--- config.mk ---
export PLATFORM = sky130hd
export DESIGN_NAME = snake_game_ctrl
export DESIGN_NICKNAME = d
export VERILOG_FILES = /design/src/rtl/snake_pkg.sv /design/src/rtl/snake_step_timer.sv /design/src/rtl/snake_game_ctrl.sv
export SDC_FILE = /design/constraint.sdc
export NUM_CORES = 1
export LEC_CHECK = 0
export ABC_AREA = 1
export CAP_MARGIN = 25
export CORE_MARGIN = 4
export CORE_UTILIZATION = 61
export CTS_CLUSTER_DIAMETER = 60
export DETAILED_ROUTE_END_ITERATION = 8
export HOLD_SLACK_MARGIN = 0.1
export PLACE_DENSITY = 0.86
export REMOVE_ABC_BUFFERS = 1
export SYNTH_ARGS = -nofsm -noshare
export SYNTH_HDL_FRONTEND = slang
export SYNTH_SLANG_ARGS = --single-unit
--- constraint.sdc ---
create_clock -name Clk_50mhz -period 6.3 [get_ports Clk_50mhz]
set_clock_uncertainty 0.1 [all_clocks]
set_input_delay 0.945 -clock Clk_50mhz [delete_from_list [all_inputs] [get_ports Clk_50mhz]]
set_output_delay 0.945 -clock Clk_50mhz [all_outputs]
set_load 0.01 [all_outputs]
--- src/rtl/snake_pkg.sv ---
// Shared encodings for the snake game blocks: controller, body, apple generator and VGA renderer.
package snake_pkg;

    localparam int COORD_W = 6;

    typedef enum logic [1:0] {
        ST_IDLE = 2'd0,
        ST_PLAY = 2'd1,
        ST_DIE  = 2'd2,
        ST_OVER = 2'd3
    } game_state_e;

    typedef enum logic [1:0] {
        DIR_UP    = 2'd0,
        DIR_DOWN  = 2'd1,
        DIR_LEFT  = 2'd2,
        DIR_RIGHT = 2'd3
    } dir_e;

    // Opposite directions differ only in the LSB of the encoding.
    function automatic dir_e dir_reverse(input dir_e d);
        return dir_e'({d[1], ~d[0]});
    endfunction

endpackage

--- src/rtl/snake_step_timer.sv ---
// Step timer: counts 0..period-1 while running and emits a registered one-cycle tick per wrap.
// The combinational wrap flag lets the controller update state on the same edge that raises the tick.
module snake_step_timer #(
    parameter int CNT_W = 24
) (
    input  logic             clk,
    input  logic             rst_n,
    input  logic             run,
    input  logic             clr,
    input  logic [CNT_W-1:0] period,
    output logic             wrap,
    output logic             step_tick
);

    logic [CNT_W-1:0] cnt_q, cnt_d;
    logic             tick_q, tick_d;

    // NOTE: every signal gets a default at the top of the block so no path leaves it unassigned (no latch).
    always_comb begin
        wrap   = run && !clr && (cnt_q == period - CNT_W'(1));
        cnt_d  = cnt_q + CNT_W'(1);
        if (clr || !run || wrap) begin
            cnt_d = '0;
        end
        tick_d = wrap;
    end

    // NOTE: sequential state uses non-blocking assignments so all flops sample pre-edge values.
    always_ff @(posedge clk or negedge rst_n) begin
        if (!rst_n) begin
            cnt_q  <= '0;
            tick_q <= 1'b0;
        end else begin
            cnt_q  <= cnt_d;
            tick_q <= tick_d;
        end
    end

    assign step_tick = tick_q;

endmodule

--- src/rtl/snake_game_ctrl.sv ---
// Snake game sequencer: game FSM, direction, head coordinate, body length and score.
// Optional SNAKE_SPEEDUP_EN shortens the step period every 4th apple.
module snake_game_ctrl
    import snake_pkg::*;
#(
    parameter int STEP_CYCLES = 12_500_000,
    parameter int X_MAX       = 38,
    parameter int Y_MAX       = 28,
    parameter int START_X     = 10,
    parameter int START_Y     = 5,
    parameter int LEN_MAX     = 32,
    parameter int DIE_STEPS   = 8
) (
    input  logic               Clk_50mhz,
    input  logic               Rst_n,
    input  logic               Key_up,
    input  logic               Key_down,
    input  logic               Key_left,
    input  logic               Key_right,
    input  logic               Key_start,
    input  logic               Body_add_sig,
    input  logic               Body_hit,
    output logic [1:0]         Game_state,
    output logic [COORD_W-1:0] Head_x,
    output logic [COORD_W-1:0] Head_y,
    output logic [1:0]         Dir,
    output logic               Step_tick,
    output logic [5:0]         Body_len,
    output logic [7:0]         Score,
    output logic               Flash
);

    localparam int CNT_W = $clog2(STEP_CYCLES + 1);
    localparam int DIE_W = (DIE_STEPS > 1) ? $clog2(DIE_STEPS) : 1;

    localparam logic [COORD_W-1:0] START_X_C = COORD_W'(START_X);
    localparam logic [COORD_W-1:0] START_Y_C = COORD_W'(START_Y);
    localparam logic [COORD_W-1:0] X_MAX_C   = COORD_W'(X_MAX);
    localparam logic [COORD_W-1:0] Y_MAX_C   = COORD_W'(Y_MAX);
    localparam logic [5:0]         LEN_INIT  = 6'd3;
    localparam logic [5:0]         LEN_MAX_C = 6'(LEN_MAX);
    localparam logic [DIE_W-1:0]   DIE_LAST  = DIE_W'(DIE_STEPS - 1);

    game_state_e        state_q, state_d;
    dir_e               dir_q, dir_d, pend_q, pend_d, pend_next, key_dir;
    logic [COORD_W-1:0] head_x_q, head_x_d, head_y_q, head_y_d, nx, ny;
    logic [5:0]         len_q, len_d;
    logic [7:0]         score_q, score_d;
    logic               flash_q, flash_d;
    logic [DIE_W-1:0]   die_cnt_q, die_cnt_d;

    logic               step, start_play, apple, key_any, hit_wall, die_last;
    logic [CNT_W-1:0]   period;

    assign start_play = (state_q == ST_IDLE) && Key_start;
    assign apple      = (state_q == ST_PLAY) && Body_add_sig;
    assign die_last   = (die_cnt_q == DIE_LAST);

    snake_step_timer #(.CNT_W(CNT_W)) u_timer (
        .clk       (Clk_50mhz),
        .rst_n     (Rst_n),
        .run       ((state_q == ST_PLAY) || (state_q == ST_DIE)),
        .clr       (start_play),
        .period    (period),
        .wrap      (step),
        .step_tick (Step_tick)
    );

`ifdef SNAKE_SPEEDUP_EN
    localparam logic [CNT_W-1:0] PERIOD_INIT = CNT_W'(STEP_CYCLES);
    localparam logic [CNT_W-1:0] PERIOD_DEC  = CNT_W'(STEP_CYCLES / 16);
    localparam logic [CNT_W-1:0] PERIOD_MIN  = CNT_W'(STEP_CYCLES / 4);

    // speed_q is the target period; period_q follows it only at a timer wrap.
    logic [CNT_W-1:0] speed_q, speed_d, period_q, period_d;

    always_comb begin
        speed_d  = speed_q;
        period_d = period_q;
        if (start_play) begin
            speed_d  = PERIOD_INIT;
            period_d = PERIOD_INIT;
        end else begin
            if (apple && (score_q[1:0] == 2'b11) && (score_q != 8'hFF)) begin
                speed_d = (speed_q >= PERIOD_MIN + PERIOD_DEC) ? speed_q - PERIOD_DEC : PERIOD_MIN;
            end
            if (step) begin
                period_d = speed_q;
            end
        end
    end

    always_ff @(posedge Clk_50mhz or negedge Rst_n) begin
        if (!Rst_n) begin
            speed_q  <= PERIOD_INIT;
            period_q <= PERIOD_INIT;
        end else begin
            speed_q  <= speed_d;
            period_q <= period_d;
        end
    end

    assign period = period_q;
`else
    assign period = CNT_W'(STEP_CYCLES);
`endif

    // Key arbitration, candidate head and wall test.
    always_comb begin
        key_any = Key_up | Key_down | Key_left | Key_right;
        key_dir = DIR_RIGHT;
        if (Key_up)        key_dir = DIR_UP;
        else if (Key_down) key_dir = DIR_DOWN;
        else if (Key_left) key_dir = DIR_LEFT;

        pend_next = pend_q;
        if ((state_q == ST_PLAY) && key_any && (key_dir != dir_reverse(dir_q))) begin
            pend_next = key_dir;
        end

        nx = head_x_q;
        ny = head_y_q;
        case (pend_next)
            DIR_UP:   ny = head_y_q - COORD_W'(1);
            DIR_DOWN: ny = head_y_q + COORD_W'(1);
            DIR_LEFT: nx = head_x_q - COORD_W'(1);
            default:  nx = head_x_q + COORD_W'(1);
        endcase
        hit_wall = (nx == '0) || (nx > X_MAX_C) || (ny == '0) || (ny > Y_MAX_C);
    end

    always_ff @(posedge Clk_50mhz or negedge Rst_n) begin
        if (!Rst_n) state_q <= ST_IDLE;
        else        state_q <= state_d;
    end

    always_comb begin
        state_d = state_q;
        case (state_q)
            ST_IDLE: if (Key_start)                    state_d = ST_PLAY;
            ST_PLAY: if (step && (hit_wall || Body_hit)) state_d = ST_DIE;
            ST_DIE:  if (step && die_last)             state_d = ST_OVER;
            default: if (Key_start)                    state_d = ST_IDLE;
        endcase
    end

    always_comb begin
        head_x_d  = head_x_q;
        head_y_d  = head_y_q;
        dir_d     = dir_q;
        pend_d    = pend_next;
        len_d     = len_q;
        score_d   = score_q;
        flash_d   = flash_q;
        die_cnt_d = die_cnt_q;
        if (start_play) begin
            head_x_d  = START_X_C;
            head_y_d  = START_Y_C;
            dir_d     = DIR_RIGHT;
            pend_d    = DIR_RIGHT;
            len_d     = LEN_INIT;
            score_d   = '0;
            flash_d   = 1'b0;
            die_cnt_d = '0;
        end else begin
            if ((state_q == ST_PLAY) && step) begin
                dir_d = pend_next;
                if (!(hit_wall || Body_hit)) begin
                    head_x_d = nx;
                    head_y_d = ny;
                end
            end
            if ((state_q == ST_DIE) && step) begin
                flash_d   = die_last ? 1'b0 : ~flash_q;
                die_cnt_d = die_last ? '0 : die_cnt_q + DIE_W'(1);
            end
            if (apple) begin
                if (len_q != LEN_MAX_C) len_d   = len_q + 6'd1;
                if (score_q != 8'hFF)   score_d = score_q + 8'd1;
            end
        end
    end

    always_ff @(posedge Clk_50mhz or negedge Rst_n) begin
        if (!Rst_n) begin
            head_x_q  <= START_X_C;
            head_y_q  <= START_Y_C;
            dir_q     <= DIR_RIGHT;
            pend_q    <= DIR_RIGHT;
            len_q     <= LEN_INIT;
            score_q   <= '0;
            flash_q   <= 1'b0;
            die_cnt_q <= '0;
        end else begin
            head_x_q  <= head_x_d;
            head_y_q  <= head_y_d;
            dir_q     <= dir_d;
            pend_q    <= pend_d;
            len_q     <= len_d;
            score_q   <= score_d;
            flash_q   <= flash_d;
            die_cnt_q <= die_cnt_d;
        end
    end

    assign Game_state = state_q;
    assign Head_x     = head_x_q;
    assign Head_y     = head_y_q;
    assign Dir        = dir_q;
    assign Body_len   = len_q;
    assign Score      = score_q;
    assign Flash      = flash_q;

endmodule

Word-level counts from Yosys, hierarchy flattened --
Index checks and enable logic that the tools add are counted.
Cells by class: add/sub/neg operators 8, $mul 0, div/mod/pow operators 0, magnitude comparators 2, equal/unequal tests 13, shifts and indexed selects 0, multiplexer cells 33, bitwise gates (word level) 5, reductions and logical operators 34
Operators by type and width (count):
- $mux W6 | 9
- $add A24 B1 Y24 const B | 1
- $eq A24 B24 Y1 const B | 1
- $mux W24 | 1
- $mux W8 | 3
- $pmux W6 S2 | 2
- $mux W2 | 10
- $add A6 B1 Y6 const B | 3
- $logic_not A6 Y1 | 2
- $sub A6 B1 Y6 const B | 2
- $logic_and A1 B1 Y1 | 10
- $reduce_bool A2 Y1 | 5
- $mux W3 | 3
- $add A8 B1 Y8 const B | 1
- $ne A8 B8 Y1 const B | 1
- $logic_or A1 B1 Y1 | 7
- $gt A6 B5 Y1 const B | 1
- $gt A6 B6 Y1 const B | 1
- $ne A6 B6 Y1 const B | 1
- $pmux W2 S3 | 1
- $reduce_and A2 Y1 | 3
- $eq A2 B1 Y1 const B | 2
- $eq A2 B2 Y1 const B | 2
- $logic_not A2 Y1 | 2
- other kinds (12) | 21
Storage, ports and cells: register bits 61, latch bits 0, memory bits (writable) 0, memory bits (read-only) 0, output and inout bits 32, memories kept 0

Logic depth before layout (Yosys ltp) --
Gate-level depths: netlist of the first run.
word-level depth 17, depth in mapped cells 29, depth with buffers taken out 29

Hierarchy --
From an unflattened synthesis of the first run, not the netlist that was laid out.
Second synthesis, totals: cell total of the unflattened synthesis 690, area total of the unflattened synthesis 4907.2 µm²
By module, submodules not included:
- snake_game_ctrl | times used 1, cells each 341, area each 2542.4 µm²
- snake_step_timer | times used 1, cells each 349, area each 2364.8 µm²

Worst setup path after synthesis of the first run --
Ideal clock, no wire load.
kind input to register, start input Key_down, end register head_y_q[1] (netlist: Head_y[1]), library setup time 0.065 ns, arrival 3.818 ns, required time 6.135 ns, setup slack 2.317 ns, stages 26, buffers on the path 3, path through nor2_2 -> nand2_1 -> nand2_1 -> nand3_2 -> nand3_1 -> nand2_4 -> buf_6 -> buf_6 -> nor2_1 -> inv_1 -> ha_1 -> inv_1 -> o21ai_0 -> and2_1 -> nor2_1 -> nor2_1 -> nor2_1 -> nand2_1 -> nand3_1 -> xor2_1 -> a211oi_2 -> nand3_2 -> nor2_4 -> buf_6 -> nand3b_1 -> nand2_1
Between the ends: longest elaborated chain between the ends 16, elaborated cells on any way between the ends 28, classes of those cells order compare (2); eq/ne (4); mux (8); bitwise (3); reduce/logical (11)
Ends and longest elaborated chain:
- start: declaration | line snake_game_ctrl.sv:17 | input logic Key_down,
- $or A1 B1 Y1 (3 in series) | line snake_game_ctrl.sv:110 | key_any = Key_up | Key_down | Key_left | Key_right;
- $logic_and A1 B1 Y1 (2 in series) | line snake_game_ctrl.sv:117 | if ((state_q == ST_PLAY) && key_any && (key_dir != dir_reverse(dir_q))) begin
- $mux W2 * | line snake_game_ctrl.sv:117
- $eq A2 B1 Y1 / $logic_not A2 Y1 (equally long branches) | line snake_game_ctrl.sv:123 | case (pend_next)
- $reduce_or A2 Y1 (no source line)
- $pmux W6 S2 | line snake_game_ctrl.sv:123
- $gt A6 B6 Y1 / $logic_not A6 Y1 (equally long branches) | line snake_game_ctrl.sv:129 | hit_wall = (nx == '0) || (nx > X_MAX_C) || (ny == '0) || (ny > Y_MAX_C);
- $logic_or A1 B1 Y1 (3 in series) | line snake_game_ctrl.sv:129
- $logic_or A1 B1 Y1 | line snake_game_ctrl.sv:168 | if (!(hit_wall || Body_hit)) begin
- $ne A2 B1 Y1 (no source line)
- $reduce_and A2 Y1 (no source line)
- end signal: assignment | line snake_game_ctrl.sv:196 | head_y_q <= head_y_d;
- end: declaration | line snake_game_ctrl.sv:46 | logic [COORD_W-1:0] head_x_q, head_x_d, head_y_q, head_y_d, nx, ny;
Every way passes the cells marked *; elsewhere a longest branch is shown, timed or not. The select of a mux whose other input is x is not followed. A chain may end at the register's enable or synchronous reset.

Worst setup path in the final report of the first run --
start input Key_down, end register head_y_q[4] (netlist: Head_y[4])
Same word-level chain as after synthesis.

==> results of run 1 <==
==> registers in the layout, summed over array words and instances (netlist names) <==
name               flops
Dir                    2
u_timer.cnt_q         24
Head_y                 6
Flash                  1
Score                  8
Body_len               6
pend_q                 2
u_timer.step_tick      1
die_cnt_q              3
Head_x                 6
Game_state             2
==> worst register-to-register path: stages (launching register included) <==
cell	delay [ns]
dfrtp_1	0.41
inv_1	0.10
ha_1	0.28
inv_2	0.07
a21oi_1	0.25
nand2_2	0.12
nand2_2	0.09
nand2_4	0.17
nor2_1	0.22
inv_1	0.12
ha_1	0.33
inv_1	0.05
o21ai_0	0.20
and2_1	0.22
nor2_1	0.05
nor2_1	0.11
nor2_1	0.05
nand2_1	0.05
nand3_1	0.09
xor2_1	0.16
a211oi_2	0.16
nand3_2	0.14
nor2_4	0.29
nor2_4	0.12
nand2_1	0.10
nand2_1	0.05
==> metal layers <==
metal | part of all wire, % | wire length [um]
met1 | 44 | 3740
met2 | 50 | 4190
met3 | 4.4 | 368
met4 | 1.5 | 125
met5 | 0 | 0
==> worst paths after layout <==
path	endpoint	slack, ns	cells after the start
worst max register to register	Head_y[4]	2.10	25
min in group asynchronous	Head_y[4]	0.66	2
worst max-delay path	Head_y[4]	1.77	24
max in group asynchronous	Body_len[5]	4.93	2
worst min-delay path	u_timer.cnt_q[0]	0.37	1
worst min register to register	u_timer.cnt_q[0]	0.37	1
==> cell type report <==
type,count,area (um^2)
inverter,80,300
clock buffer,12,155
fill,480,1520
clock inverter,4,70.1
tap,75,93.8
timing repair buffer,42,410
multi-input combinational,358,1900
sequential,61,1540
==> cell usage in the layout, fill, tap and decap left out, types with 7 or more instances in the layout <==
cell type | netlist | layout
clkdlybuf4s50_1 | 0 | 39
nand2_1 | 118 | 118
o21ai_0 | 28 | 28
nor2_1 | 42 | 42
nand3_1 | 42 | 42
a21oi_1 | 28 | 28
ha_1 | 14 | 14
dfstp_2 | 10 | 10
nand2_2 | 7 | 7
nor3_1 | 24 | 24
clkbuf_8 | 0 | 11
inv_1 | 75 | 75
dfrtp_1 | 51 | 51
==> report_power, final <==
part / switching (mW) / internal (mW) / total [mW]
combinational: 0.609 / 0.338 / 0.946
clock: 0.151 / 0.243 / 0.394
sequential: 0.0544 / 0.474 / 0.528
==> logic make-up after synthesis <==
logic type | share of synthesized area, %
fa+ha+maj | 5.14
simple gates | 32.7
compound gates | 11.1
xor+xnor | 1.15
buf+inv | 9.26
flops | 40.6
==> stage by stage <==
step	total power, mW	instances	utilization, %	hold WS, ns	setup WS, ns
6_report	1.87	632	74.7	0.371	1.77
2_1_floorplan	1.20	499	-	0.333	2.40
3_3_place_gp	1.43	616	70.9	0.350	1.67
5_1_grt	2.03	632	74.7	0.395	1.39
3_5_place_dp	1.47	616	70.9	0.354	1.48
4_1_cts	1.87	632	74.7	0.372	1.81
==> flow_summary_export.csv, run 1 <==
group,metric,value,unit
outcome,status,"finished, final reports clean",
logic_synthesis,synthArstFlopShare,100,%
detailed_routing,drtIter0Drc,177,
critical_path,crit_family,"simple AND/OR/NAND/NOR gates",
placed_design,place.detailed.hpwl,6170,um
timing,fin_crit_sh,72.0,%
critical_path,crit_path_start_kind,"input port",
critical_path,startpoint,"Key_down",
cells_and_area,diodes,0,
timing,setup_viol,0,
logic_synthesis,synth.top_cell.area_share,33.6,%
detailed_routing,vias_per_cell,5.42,
timing,rsz0062_at_grt,"no",
cells_and_area,stdcell_area,0.00447,mm^2
global_route,grt_max_degree,62,
placed_design,gp_congestion,0.875,
global_route,grt_pass1_vias,3400,
logic_synthesis,yosys_warnings,0,
detailed_routing,postRouteAntennaNets,0,
critical_path,cpMaxStageDelayCell,"clkdlybuf4s50_1",
logic_synthesis,synthCells,506,
hold_path,hold_start,"u_timer.cnt_q[0]",
clocking,post_cts_buffers,0,
clocking,clkLatencyLatePin,0.34,ns
die,ios,41,
die,core.rowCount,28,
logic_synthesis,yosysMostFrequentCell,"nand2_1",
detailed_routing,wl_per_cell,13.3,um
logic_synthesis,ys_ff_latch,61,
global_route,grtUsageMet2,42.7,%
global_route,grt.total_usage,24.8,%
logic_synthesis,synth_area_leaders,"dfrtp_1 (34%), nand2_1 (12%), inv_1 (7.4%), dfstp_2 (6.9%), nand3_1 (5.5%)",
global_route,grt_first_pass_wirelength,15000,um
clocking,cts_buffers,9,
clocking,cts_tree,"done",
die,start_util,63.3,%
logic_synthesis,synth_edf_count,0,
clocking,cts_sinks,61,
die,coreArea,0.00599,mm^2
critical_path,critical_path_arrival,4.67,ns
detailed_routing,first_pass_iters,5,
clocking,htreeDepth,3,
critical_path,path_buf_inv,3,
detailed_routing,drc,0,
critical_path,crit_top_cell,"nor2_1",
clocking,cts_resized,0,
global_route,top_usage_layer,"met2",
logic_synthesis,synth_top_area_cell,"dfrtp_1",
timing,post-route-min-period,4.53,ns
clocking,clockBufferDepth,2,
timing,hold_viol,0,
critical_path,max_stage_delay,0.51,ns
clocking,clkSlewWorstSetupHoldPaths,0.07,ns
logic_synthesis,avgSynthCellArea,7.50,um^2
detailed_routing,num_vias,3425,
global_route,gr-usage-met3,3.88,%
critical_path,path_cells,"clkdlybuf4s50_1 -> nor2_2 -> a21oi_1 -> nand2_2 -> nand2_2 -> nand2_4 -> nor2_1 -> inv_1 -> ha_1 -> inv_1 -> o21ai_0 -> and2_1 -> nor2_1 -> nor2_1 -> nor2_1 -> nand2_1 -> nand3_1 -> xor2_1 -> a211oi_2 -> nand3_2 -> nor2_4 -> nor2_4 -> nand2_1 -> nand2_1",
power,ir_drop,0.000277,V
critical_path,crit_type,"input port to flop",
power,p_leak,2.17,nW
critical_path,worstPathMaxFanout,23,
critical_path,worstReg2RegStart,"Game_state[1]",
timing,worstMarginPinSlew,0.763,ns
detailed_routing,wirelength,8430,um
die,die_area,0.00755,mm^2
logic_synthesis,ys_top_cells_by_count,"nand2_1 (118), inv_1 (75), dfrtp_1 (51)",
power,p_per_area,418,mW/mm^2
logic_synthesis,ys_types,42,
cells_and_area,drive_gt1_share,11.1,%
global_route,grtUsageMet1,31.7,%
placed_design,place_area,0.00425,mm^2
timing,final_max_slew_viol_count,0,
cells_and_area,area_growth,17.9,%
critical_path,crit_required,6.43,ns
logic_synthesis,synthesis.area,0.00379,mm^2
timing,fmax,0.221,GHz
clocking,cts-root-buf,"clkbuf_8",
cells_and_area,fin_nets,576,
die,dieWidth,86.9,um
logic_synthesis,yosysSeqAreaShare,40.6,%
timing,tns,0,ns
logic_synthesis,synth-main-ff-cell,"dfrtp_1",
global_route,antenna_found_initial,0,
placed_design,io_buffers,40,
die,die_h,86.9,um
global_route,grt-ovfl-total,0,
clocking,hold_buffers,0,
hold_path,hold_path_class,"flop to flop",
critical_path,end_kind,"flop",
timing,slew_headroom,49.1,%
job,cap_violations,0,
Note: power is estimated with default switching activity, not from simulation.
==> run 2, diff against run 1 <==
Settings changed: CORE_UTILIZATION 61 to 51, PLACE_DENSITY 0.86 to 0.77.
Clock period 6.3 ns to 4.1 ns, I/O delays scaled along.
==> run 2 against run 1 <==
Net effect:
- register-to-register slack worse by 1.7 ns
- core utilization is 12 points lower
- global-route usage is 4.4 points lower
- design area is 1.7% higher
- via count is 1.8% lower
==> flow_summary_export.csv, run 2 (synthesized netlist as in run 1, its figures left out) <==
group,metric,value,unit
detailed_routing,postRouteAntennaNets,0,
detailed_routing,num_vias,3363,
detailed_routing,wl_per_cell,12.5,um
die,die_h,94.3,um
die,ios,41,
cells_and_area,stdcell_area,0.00455,mm^2
power,p_leak,2.21,nW
global_route,grt_first_pass_wirelength,14500,um
timing,hold_slack,0.254,ns
outcome,status,"finished, final reports clean",
detailed_routing,vias_per_cell,5.09,
die,dieWidth,94.3,um
die,die_area,0.00888,mm^2
hold_path,hold_path_class,"input port to async pin",
clocking,cts_sinks,61,
global_route,grt_max_degree,37,
clocking,cts-root-buf,"clkbuf_8",
cells_and_area,top_register,"u_timer.cnt_q",
clocking,cts_tree,"done",
die,start_util,52.3,%
cells_and_area,final_common_cell,"nand2_1",
critical_path,worstReg2RegStart,"Game_state[1]",
cells_and_area,diodes,0,
cells_and_area,fin_nets,581,
die,core.rowCount,31,
critical_path,crit_path_start_kind,"input port",
clocking,clkLatencyLatePin,0.34,ns
clocking,cts_resized,0,
placed_design,gp_congestion,0.911,
timing,final_max_slew_viol_count,0,
critical_path,crit_family,"simple AND/OR/NAND/NOR gates",
global_route,grt-ovfl-total,0,
timing,slew_headroom,48.5,%
global_route,antenna_found_initial,0,
critical_path,path_buf_inv,3,
critical_path,crit_required,4.28,ns
clocking,clkSlewWorstSetupHoldPaths,0.07,ns
cells_and_area,instances_no_fill,661,
timing,hold_viol,0,
timing,fin_ws,0.291,ns
clocking,cts_buffers,9,
critical_path,cpMaxStageDelayCell,"clkdlybuf4s50_1",
critical_path,critical_path_arrival,3.99,ns
cells_and_area,area_growth,19.9,%
die,coreArea,0.00725,mm^2
placed_design,place_inst,645,
timing,setup_viol,0,
cells_and_area,largest_reg_flops,24,
global_route,grt.total_usage,20.4,%
cells_and_area,mostFrequentLayoutCells,"nand2_1 (118), inv_1 (75), dfrtp_1 (51)",
clocking,hold_buffers,0,
power,ir_drop,0.000446,V
placed_design,dp_slack,-0.177,ns
placed_design,place.detailed.hpwl,6180,um
detailed_routing,first_pass_iters,5,
detailed_routing,drtIter0Drc,189,
timing,post-route-min-period,3.81,ns
timing,fmax,0.263,GHz
cells_and_area,drive_gt1_share,12.5,%
timing,fin_crit_sh,92.9,%
cells_and_area,n_fill_cell,665,
clocking,clockBufferDepth,2,
detailed_routing,drc,0,
placed_design,io_buffers,40,
global_route,grt_pass1_vias,3284,
critical_path,crit_top_cell,"nand2_1",
critical_path,end_kind,"flop",
critical_path,rrSetupSlack,0.36,ns
power,p_per_area,631,mW/mm^2
timing,rsz0062_at_grt,"no",
critical_path,max_stage_delay,0.48,ns
critical_path,crit_type,"input port to flop",
placed_design,place_area,0.00432,mm^2
critical_path,worstPathMaxFanout,7,
detailed_routing,wirelength,8250,um
critical_path,reg2reg_depth,24,
critical_path,r2r_end,"Head_y[0]",
clocking,post_cts_buffers,0,
job,cap_violations,0,
clocking,htreeDepth,3,
timing,worstMarginPinSlew,0.772,ns
-- run 2: cell type report --
cell class | count | area, um^2 | area share (%)
Clock inverter | 5 | 75.1 | 1.65
Inverter | 80 | 300 | 6.60
Sequential cell | 61 | 1540 | 33.8
Multi-Input combinational cell | 358 | 1920 | 42.3
Clock buffer | 11 | 131 | 2.89
Timing Repair Buffer | 47 | 457 | 10.0
Tap cell | 99 | 124 | 2.72
-- run 2: through the flow --
stage          total power [mW]  util (%)  setup TNS [ns]
6_report                   2.87      62.7               0
5_1_grt                    3.14      62.7               0
4_1_cts                    2.86      62.3               0
3_5_place_dp               2.28      59.5           -1.93
3_3_place_gp               2.23      59.5               0
2_1_floorplan              1.84         -               0
-- run 2: metal layers --
layer	GRT usage [%]	vias to the layer above	share of wire [%]
li1	-	1738	-
met1	27.1	1536	47
met5	0	-	0
met4	7.46	0	1.0
met3	4.09	8	4.6
met2	32.9	81	47
-- run 2: worst max-delay path by stage --
stage                              from   endpoint  slack, ns  cells past startpoint
after global placement         Key_down  Head_y[0]       0.03                     26
after floorplan           Game_state[1]  Head_x[2]       0.48                     25
final                          Key_left  Head_y[0]       0.29                     25
after global routing      Game_state[1]  Head_x[5]       0.02                     25
after detailed placement       Key_down  Head_y[0]      -0.18                     26
after CTS                      Key_down  Head_y[0]       0.17                     26
-- run 2: worst register-to-register path, stage by stage, from the launching register on --
cell	delay (ns)
dfrtp_1	0.42
inv_1	0.10
ha_2	0.22
inv_2	0.07
a21oi_2	0.18
nand2_2	0.10
nand2_2	0.08
nand2_4	0.05
nor2_2	0.14
inv_1	0.11
ha_1	0.29
a21oi_1	0.17
o21ai_1	0.10
and2_1	0.17
nor2_1	0.09
nor2_1	0.06
o21ai_0	0.15
nand3_1	0.11
xor2_1	0.16
a211oi_2	0.16
nand3_2	0.14
nor2_4	0.19
buf_4	0.18
o21ai_0	0.08
nand2_1	0.09
-- run 2: where the power goes --
group | total [mW] | leakage [nW] | internal, mW | switching, mW
Combinational | 1.49 | 1.29 | 0.551 | 0.938
Clock | 0.566 | 0.107 | 0.339 | 0.227
Sequential | 0.813 | 0.809 | 0.728 | 0.0849
Total | 2.87 | 2.21 | 1.62 | 1.25
